### src/rtl/shift_right_sequential.sv
// Multi-cycle logarithmic right shifter (logical or arithmetic), one binary-weighted stage
// per clock, with valid/ready handshakes on both the operand and the result side.
module shift_right_sequential #(
  parameter int unsigned N = 32
) (
  input  logic         clk,
  input  logic         rst,
  input  logic         in_valid,
  output logic         in_ready,
  input  logic [N-1:0] in,
  input  logic [N-1:0] shamt,
  input  logic         arith,
  output logic         out_valid,
  input  logic         out_ready,
  output logic [N-1:0] out,
  output logic         busy
);

  typedef enum logic [1:0] {
    StIdle,
    StShift,
    StDone
  } state_e;

  state_e       state_q, state_d;
  logic [2:0]   k_q, k_d;
  logic [N-1:0] work_q, work_d;
  logic [4:0]   amt_q, amt_d;
  logic         arith_q, arith_d;

  logic         stage_en;
  logic [4:0]   stage_amt;
  logic [N-1:0] stage_res;

  // Only shamt[4:0] selects the shift; the upper bits are deliberately ignored.
  logic unused_shamt;
  assign unused_shamt = ^shamt[N-1:5];

  // Stage k shifts by 2^k when bit k of the captured amount is set.
  always_comb begin
    stage_en  = 1'b0;
    stage_amt = 5'd0;
    unique case (k_q)
      3'd0: begin stage_en = amt_q[0]; stage_amt = 5'd1;  end
      3'd1: begin stage_en = amt_q[1]; stage_amt = 5'd2;  end
      3'd2: begin stage_en = amt_q[2]; stage_amt = 5'd4;  end
      3'd3: begin stage_en = amt_q[3]; stage_amt = 5'd8;  end
      3'd4: begin stage_en = amt_q[4]; stage_amt = 5'd16; end
      default: begin stage_en = 1'b0; stage_amt = 5'd0; end
    endcase
  end

  // The sign bit never changes across stages, so sign-fill from the working register is exact.
  always_comb begin
    if (arith_q) begin
      stage_res = $unsigned($signed(work_q) >>> stage_amt);
    end else begin
      stage_res = work_q >> stage_amt;
    end
  end

  always_comb begin
    state_d = state_q;
    k_d     = k_q;
    work_d  = work_q;
    amt_d   = amt_q;
    arith_d = arith_q;
    unique case (state_q)
      StIdle: begin
        if (in_valid) begin
          work_d  = in;
          amt_d   = shamt[4:0];
          arith_d = arith;
          k_d     = 3'd0;
          state_d = StShift;
        end
      end
      StShift: begin
        if (stage_en) begin
          work_d = stage_res;
        end
        k_d = k_q + 3'd1;
        if (k_q == 3'd4) begin
          state_d = StDone;
        end
      end
      StDone: begin
        if (out_ready) begin
          state_d = StIdle;
        end
      end
      default: state_d = StIdle;
    endcase
  end

  always_ff @(posedge clk) begin
    if (rst) begin
      state_q <= StIdle;
      k_q     <= 3'd0;
      work_q  <= '0;
      amt_q   <= 5'd0;
      arith_q <= 1'b0;
    end else begin
      state_q <= state_d;
      k_q     <= k_d;
      work_q  <= work_d;
      amt_q   <= amt_d;
      arith_q <= arith_d;
    end
  end

  assign in_ready  = (state_q == StIdle);
  assign out_valid = (state_q == StDone);
  assign busy      = (state_q != StIdle);
  assign out       = work_q;

endmodule

### config.mk
export PLATFORM = sky130hd
export DESIGN_NAME = shift_right_sequential
export DESIGN_NICKNAME = d
export VERILOG_FILES = /design/src/rtl/shift_right_sequential.sv
export SDC_FILE = /design/constraint.sdc
export NUM_CORES = 1
export LEC_CHECK = 0
export CAP_MARGIN = 5
export CORE_ASPECT_RATIO = 0.5
export CORE_UTILIZATION = 50
export CTS_CLUSTER_SIZE = 16
export DETAILED_ROUTE_END_ITERATION = 16
export GPL_TIMING_DRIVEN = 0
export PLACE_DENSITY = 0.92
export SLEW_MARGIN = 20
export SYNTH_ARGS = -nofsm -noshare
export SYNTH_HDL_FRONTEND = slang
export SYNTH_SLANG_ARGS = --single-unit
### constraint.sdc
create_clock -name clk -period 3.52 [get_ports clk]
set_input_delay 1.056 -clock clk [delete_from_list [all_inputs] [get_ports clk]]
set_output_delay 1.056 -clock clk [all_outputs]
set_load 0.01 [all_outputs]
==> results.toml, run 1 <==
[global_route]
grt_first_pass_wirelength_um = 30400
grt_usage_pct = 46.1
grt_pass1_vias = 5047
grt_max_degree = 14
globalRoute.totalOverflow = 0
number_of_antenna_violations_at_the_first_check_in_global_routing = 0

[floorplanning]
initial_utilization_pct = 53.2
die-area_sq_mm = 0.00916
die_h_um = 68.2
die_width_um = 134
floorplan.rows = 23
design.portCount = 104
core-area_sq_mm = 0.00823

[placement]
dp_cells = 759
routabilityCongestion = 1.06
placement.setup.worst_slack_ns = 0.134
io_buffer_count = 76
dp_hpwl_um = 16300

[power_and_ir_drop]
power_uw = 1980
power.density_mw_per_mm2 = 364
total_leakage_power_uw = 0.00200
vdd_drop_max_uv = 309

[clock_tree]
cts_resized = 0
clock_input_transition_at_the_sequential_cells_of_the_worst_setup_and_hold_paths_ns = 0.07
clock_sink_count = 43
clk_latency_ns = 0.29
cts_inserted_buffers = 5
tritoncts = "done"
cts-root-to-sink-buffers = 2
cts_hold_repair_buffers = 0
post-cts-setup-buffer-count = 0
maximum_level_of_the_cts_h_tree = 2
clockRootBuffer = "clkbuf_16"

[routing]
wl_per_cell_um = 27.3
detail_route.drc_violations = 0
vias_per_cell = 7.26
dr_total_vias = 5573
postRouteWirelength_um = 21000
drt_first_iter_violations = 871
drt_pre_antenna_iters = 6
antenna_left = 0

[synthesis]
ys_async_sr_fraction_pct = 0
yosys.cell_count.top_type = "nor2_1"
postSynth.topFlopCell = "dfxtp_1"
synthesis.instances = 571
yosysSeqAreaShare_pct = 19.7
yosysWarningCount = 0
yosysTopAreaCell = "dfxtp_1"
netlist_area_sq_mm = 0.00438
synthesis.area_per_instance_sq_um = 7.67
synth_top_area_share_pct = 19.7
synth_edf_count = 0
synth.cells.most_frequent = "nor2_1, nand2_1, dfxtp_1"
synthesis.nets = 645
ys_ff_latch = 43
ys_types = 74
synth.top_cells.by_area = "dfxtp_1, mux2i_1, mux4_2"

[timing]
number_of_failing_setup_endpoints_in_the_final_timing_report = 0
fmaxAchievable_mhz = 292
slew-limit-headroom_pct = 26.4
fin_ws_ns = 0.0973
final_hold_viol_count = 0
final_max_slew_viol_count = 0
timing.final.crit_period_ns = 3.42
worst_setup_skew_after_layout_ns = 0.00984
post-route-period-util_pct = 97.2
worst_pin_slew_ns = 1.10

[setup_path]
critPathBufInv = 6
setup.worst_path.start_class = "flip-flop"
critical_path_arrival_ns = 3.64
regToRegStartpoint = "k_q[2]$_SDFFE_PP0P_"
worst_ep_required_time_ns = 3.74
r2r_setup_slack_ns = 0.1
worst-r2r-cell-count = 13
critical_path.cell_chain = "buf_4 -> buf_4 -> buf_2 -> inv_1 -> ha_1 -> clkbuf_2 -> a32oi_1 -> o21ai_1 -> nand3_1 -> nand2_2 -> buf_2 -> o221ai_1 -> a21oi_1"
r2r_end = "out[15]$_SDFFE_PP0P_"
critical_path.max_stage_delay_ns = 0.38
cp-end-kind = "flip-flop"
critical_path_peak_fanout = 10
path_class = "reg -> reg"
critPathLaunch = "k_q[2]$_SDFFE_PP0P_"
cp_slowest_cell = "o21ai_1"
timing.critical_path.max_delay_family = "buffers and inverters"

[hold_path]
holdCritPathClass = "reg -> reg"
min_path_cells = 2
worst_hold_path.endpoint = "amt_q[4]$_SDFFE_PP0P_"
min_from = "amt_q[4]$_SDFFE_PP0P_"

[final_layout]
final_net_count = 728
fill_cells = 748
area_delta_synth_final_pct = 24.1
drive_above_1_share_pct = 12.8
finish.cell_count_without_fillers = 768

[job]
drv.max_cap_violation_count = 0

[run_status]
run_status = "completed"
report_power, final:
group / internal [uW] / switching, uW / total (uW)
sequential: 530 / 92.0 / 622
combinational: 374 / 503 / 876
clock: 263 / 219 / 482
worst register-to-register path, stage by stage, from the launching register on:
cell	delay, ns
dfxtp_1	0.31
buf_4	0.16
buf_4	0.17
buf_2	0.20
inv_1	0.23
ha_1	0.27
clkbuf_2	0.31
a32oi_1	0.10
o21ai_1	0.38
nand3_1	0.33
nand2_2	0.27
buf_2	0.30
o221ai_1	0.16
a21oi_1	0.16
routing by layer:
metal	track usage [%]	up-vias	part of all wire, %
met5	6.11	-	0.33
met2	64.9	499	39
met1	59.7	2651	41
met3	24.7	71	18
met4	13.1	2	2.5
li1	-	2350	-
stage by stage:
| stage | util (%) | hold slack [ns] | setup TNS, ns | cell area [sq um] |
|---|---|---|---|---|
| 2_1_floorplan | - | 0.436 | 0 | 4380 |
| 3_3_place_gp | 64.2 | 0.441 | 0 | 5280 |
| 3_5_place_dp | 64.2 | 0.460 | 0 | 5280 |
| 4_1_cts | 65.9 | 0.471 | 0 | 5420 |
| 5_1_grt | 66.0 | 0.489 | -0.0126 | 5430 |
| 6_report | 66.1 | 0.472 | 0 | 5440 |
kinds of logic (layout without fill, tap and decap cells):
| family | Yosys count | after routing | share of synthesized area, % |
|---|---|---|---|
| AND/OR/NAND/NOR | 202 | 202 | 22.1 |
| AO/OA/AOI/OAI | 193 | 193 | 31.0 |
| buffers and inverters | 67 | 151 | 7.94 |
| multiplexers | 61 | 61 | 17.9 |
| flip-flops | 43 | 43 | 19.7 |
| adder cells (fa/ha/maj) | 5 | 5 | 1.43 |
| other | 0 | 1 | 0 |
cell type report:
| type | count | area [sq um] | share of cell area [%] |
|---|---|---|---|
| plain buffers | 56 | 308 | 5.66 |
| clock buffers | 6 | 129 | 2.37 |
| inverters | 11 | 41.3 | 0.759 |
| multi-input cells | 461 | 3180 | 58.5 |
| diodes | 1 | 2.50 | 0.0460 |
| flip-flops and latches | 43 | 861 | 15.8 |
| repair buffers | 76 | 761 | 14.0 |
| well taps | 112 | 140 | 2.58 |
| clock inverters | 2 | 12.5 | 0.230 |
layout by cell type, fill, tap and decap left out, types with 4 or more instances in the layout:
cell	netlist	final
nor3_1	24	24
o31ai_1	4	4
nand3_1	12	12
inv_1	11	11
dfxtp_1	43	43
clkdlybuf4s50_1	0	76
a221o_1	4	4
clkbuf_16	0	5
mux2i_1	31	31
o2111ai_1	4	4
o22ai_1	18	18
nand2_1	55	54
a32oi_1	5	5
nand2b_1	6	6
a311oi_1	4	4
clkbuf_1	24	25
o21ai_1	6	6
a31oi_1	8	8
o221ai_1	13	13
mux4_2	12	12
buf_2	14	14
o22a_1	5	5
buf_6	7	7
a211oi_1	13	13
o21ai_0	31	31
a221oi_1	7	7
ha_1	5	5
mux2_2	18	18
buf_4	7	7
a21oi_1	36	36
nor2b_1	6	6
nor2_1	67	67
worst max-delay path by stage:
stage                                end  slack [ns]  cells after the start
floorplan            out[8]$_SDFFE_PP0P_        1.06                     11
global placement    out[13]$_SDFFE_PP0P_        0.09                     12
detailed placement  out[30]$_SDFFE_PP0P_        0.13                     13
CTS                 out[13]$_SDFFE_PP0P_        0.10                     12
global route        out[15]$_SDFFE_PP0P_       -0.01                     13
finish              out[15]$_SDFFE_PP0P_         0.1                     13
sequential cells by signal, summed over array words and instances, names as in the netlist:
name,count
k_q,3
amt_q,5
arith_q,1
state_q,2
out,32
(Power assumes the default switching activity.)
==> run 2, diff against run 1 <==
Settings changed: CORE_ASPECT_RATIO 0.5 to 2.
Clock period 3.52 ns to 4.4 ns, I/O delays scaled along.
==> run 2 against run 1 <==
Sequential power fell by 18%. Core utilization is 3.0 points lower. Register-to-register slack better by 0.68 ns. Flip-flop and latch count is the same. Cell count shrank 1.7%. Clock skew rose by 0.0046 ns. Power fell by 17%. Via count up 1.5%. Largest cell class unchanged.
==> results.toml, run 2 (synthesis gave the netlist of run 1 again) <==
[clock_tree]
clk_latency_ns = 0.31
clock_input_transition_at_the_sequential_cells_of_the_worst_setup_and_hold_paths_ns = 0.08
post-cts-setup-buffer-count = 0
cts_inserted_buffers = 5
cts-root-to-sink-buffers = 2
maximum_level_of_the_cts_h_tree = 2
clockRootBuffer = "clkbuf_16"
cts_hold_repair_buffers = 0
cts_resized = 0
tritoncts = "done"
clock_sink_count = 43

[timing]
fmaxAchievable_mhz = 276
worst_setup_skew_after_layout_ns = 0.0145
fin_worst_hold_slack_ns = 0.466
totalNegativeSetupSlack_ns = 0
final_max_slew_viol_count = 0
grt_setup_unrepaired = "no"
slew-limit-headroom_pct = 18.6
post-route-period-util_pct = 82.4
worst_pin_slew_ns = 1.21
timing.final.crit_period_ns = 3.63
final_hold_viol_count = 0
number_of_failing_setup_endpoints_in_the_final_timing_report = 0

[final_layout]
final_net_count = 728
area_delta_synth_final_pct = 23.6
utilization_pct = 63.0
layout_commonest_cell = "clkdlybuf4s50_1"
drive_above_1_share_pct = 12.7
most-common-layout-cells = "clkdlybuf4s50_1, nor2_1, nand2_1"
largest_reg_flops = 32
antennaDiodeCount = 0
finish.cell_count_without_fillers = 755

[power_and_ir_drop]
comb_power_share_pct = 44.0
vdd_drop_max_uv = 328
net-switching-power_uw = 700
share_seq_of_total_power_pct = 31.3
power_uw = 1630
power.density_mw_per_mm2 = 302
internal_power_uw = 935
clock_power_share_pct = 24.7
total_leakage_power_uw = 0.00200
power.share.switching_pct = 42.8

[setup_path]
critPathBufInv = 5
critPathLaunch = "k_q[2]$_SDFFE_PP0P_"
critical_path.cell_chain = "buf_4 -> buf_4 -> buf_2 -> inv_1 -> ha_1 -> buf_1 -> a32oi_1 -> o21ai_1 -> a31oi_2 -> nor2_1 -> o221ai_1 -> o21ai_0"
worst_ep_required_time_ns = 4.63
critical_path_peak_fanout = 10
cp_slowest_cell = "nor2_1"
setup.worst_path.start_class = "flip-flop"
critical_path.most_common_cell = "buf_4"
endpoint = "out[13]$_SDFFE_PP0P_"
timing.critical_path.max_delay_family = "compound AO/OA/AOI/OAI gates"
worst-r2r-cell-count = 12
path_class = "reg -> reg"
r2r_setup_slack_ns = 0.77
regToRegStartpoint = "k_q[2]$_SDFFE_PP0P_"
r2r_end = "out[13]$_SDFFE_PP0P_"
worst-path-stages = 12
critical_path_arrival_ns = 3.86
cp-end-kind = "flip-flop"
critical_path.max_stage_delay_ns = 0.57

[hold_path]
holdCritPathClass = "reg -> reg"
min_from = "amt_q[0]$_SDFFE_PP0P_"

[floorplanning]
die_width_um = 68.2
die_h_um = 134
core-area_sq_mm = 0.00859
initial_utilization_pct = 51.0
floorplan.rows = 48
design.portCount = 104
die-area_sq_mm = 0.00916

[placement]
dp_hpwl_um = 16600
routabilityCongestion = 1.10
dp_cells = 747
io_buffer_count = 76

[run_status]
run_status = "completed"

[routing]
drt_first_iter_violations = 794
wl_per_cell_um = 30.0
drt_pre_antenna_iters = 6
antenna_left = 0
vias_per_cell = 7.49
postRouteWirelength_um = 22700
detail_route.drc_violations = 0
dr_total_vias = 5655

[global_route]
grt_max_degree = 16
grt_usage_pct = 51.4
globalRoute.totalOverflow = 0
number_of_antenna_violations_at_the_first_check_in_global_routing = 0
grt_pass1_vias = 5355
grt_first_pass_wirelength_um = 33100

[job]
drv.max_cap_violation_count = 0
-- run 2: power by group through the flow --
stage	clock, uW	combinational, uW	sequential (uW)
global placement	0	666	507
detailed placement	0	672	510
global route	410	752	512
floorplan	0	402	485
CTS	394	676	500
finish	404	719	512
-- run 2: area by class of cell --
cell class,instances,area (sq um)
Clock inverter,3,23.8
Multi-Input combinational cell,461,3170
Buffer,56,307
Sequential cell,43,861
Inverter,11,41.3
Fill cell,786,3170
Clock buffer,5,125
Timing Repair Buffer,76,761
Tap cell,100,125
-- run 2: routing by layer --
metal,track usage (%),vias up,part of all wire (%)
met4,42.1,0,11
met3,21.0,188,11
li1,-,2343,-
met5,0,-,0
met2,77.4,491,46
met1,53.6,2633,32
-- run 2: per-stage QoR --
step,area [sq um],setup WS [ns]
floorplan,4380,1.92
global placement,5270,0.722
detailed placement,5270,0.699
CTS,5410,0.990
global route,5410,0.504
finish,5410,0.773
-- run 2: worst min-delay path by stage --
stage                                 end  slack [ns]  cells after the start
global route        amt_q[0]$_SDFFE_PP0P_        0.50                      2
floorplan           amt_q[2]$_SDFFE_PP0P_        0.44                      2
finish              amt_q[0]$_SDFFE_PP0P_        0.47                      2
detailed placement  amt_q[0]$_SDFFE_PP0P_        0.45                      2
global placement    amt_q[2]$_SDFFE_PP0P_        0.44                      2
CTS                 amt_q[2]$_SDFFE_PP0P_        0.46                      2
-- run 2: worst min-delay path, cell delays in order, from the launching register on --
cell and delay, ns:
dfxtp_1 0.31, nand2_1 0.05, a21oi_1 0.05
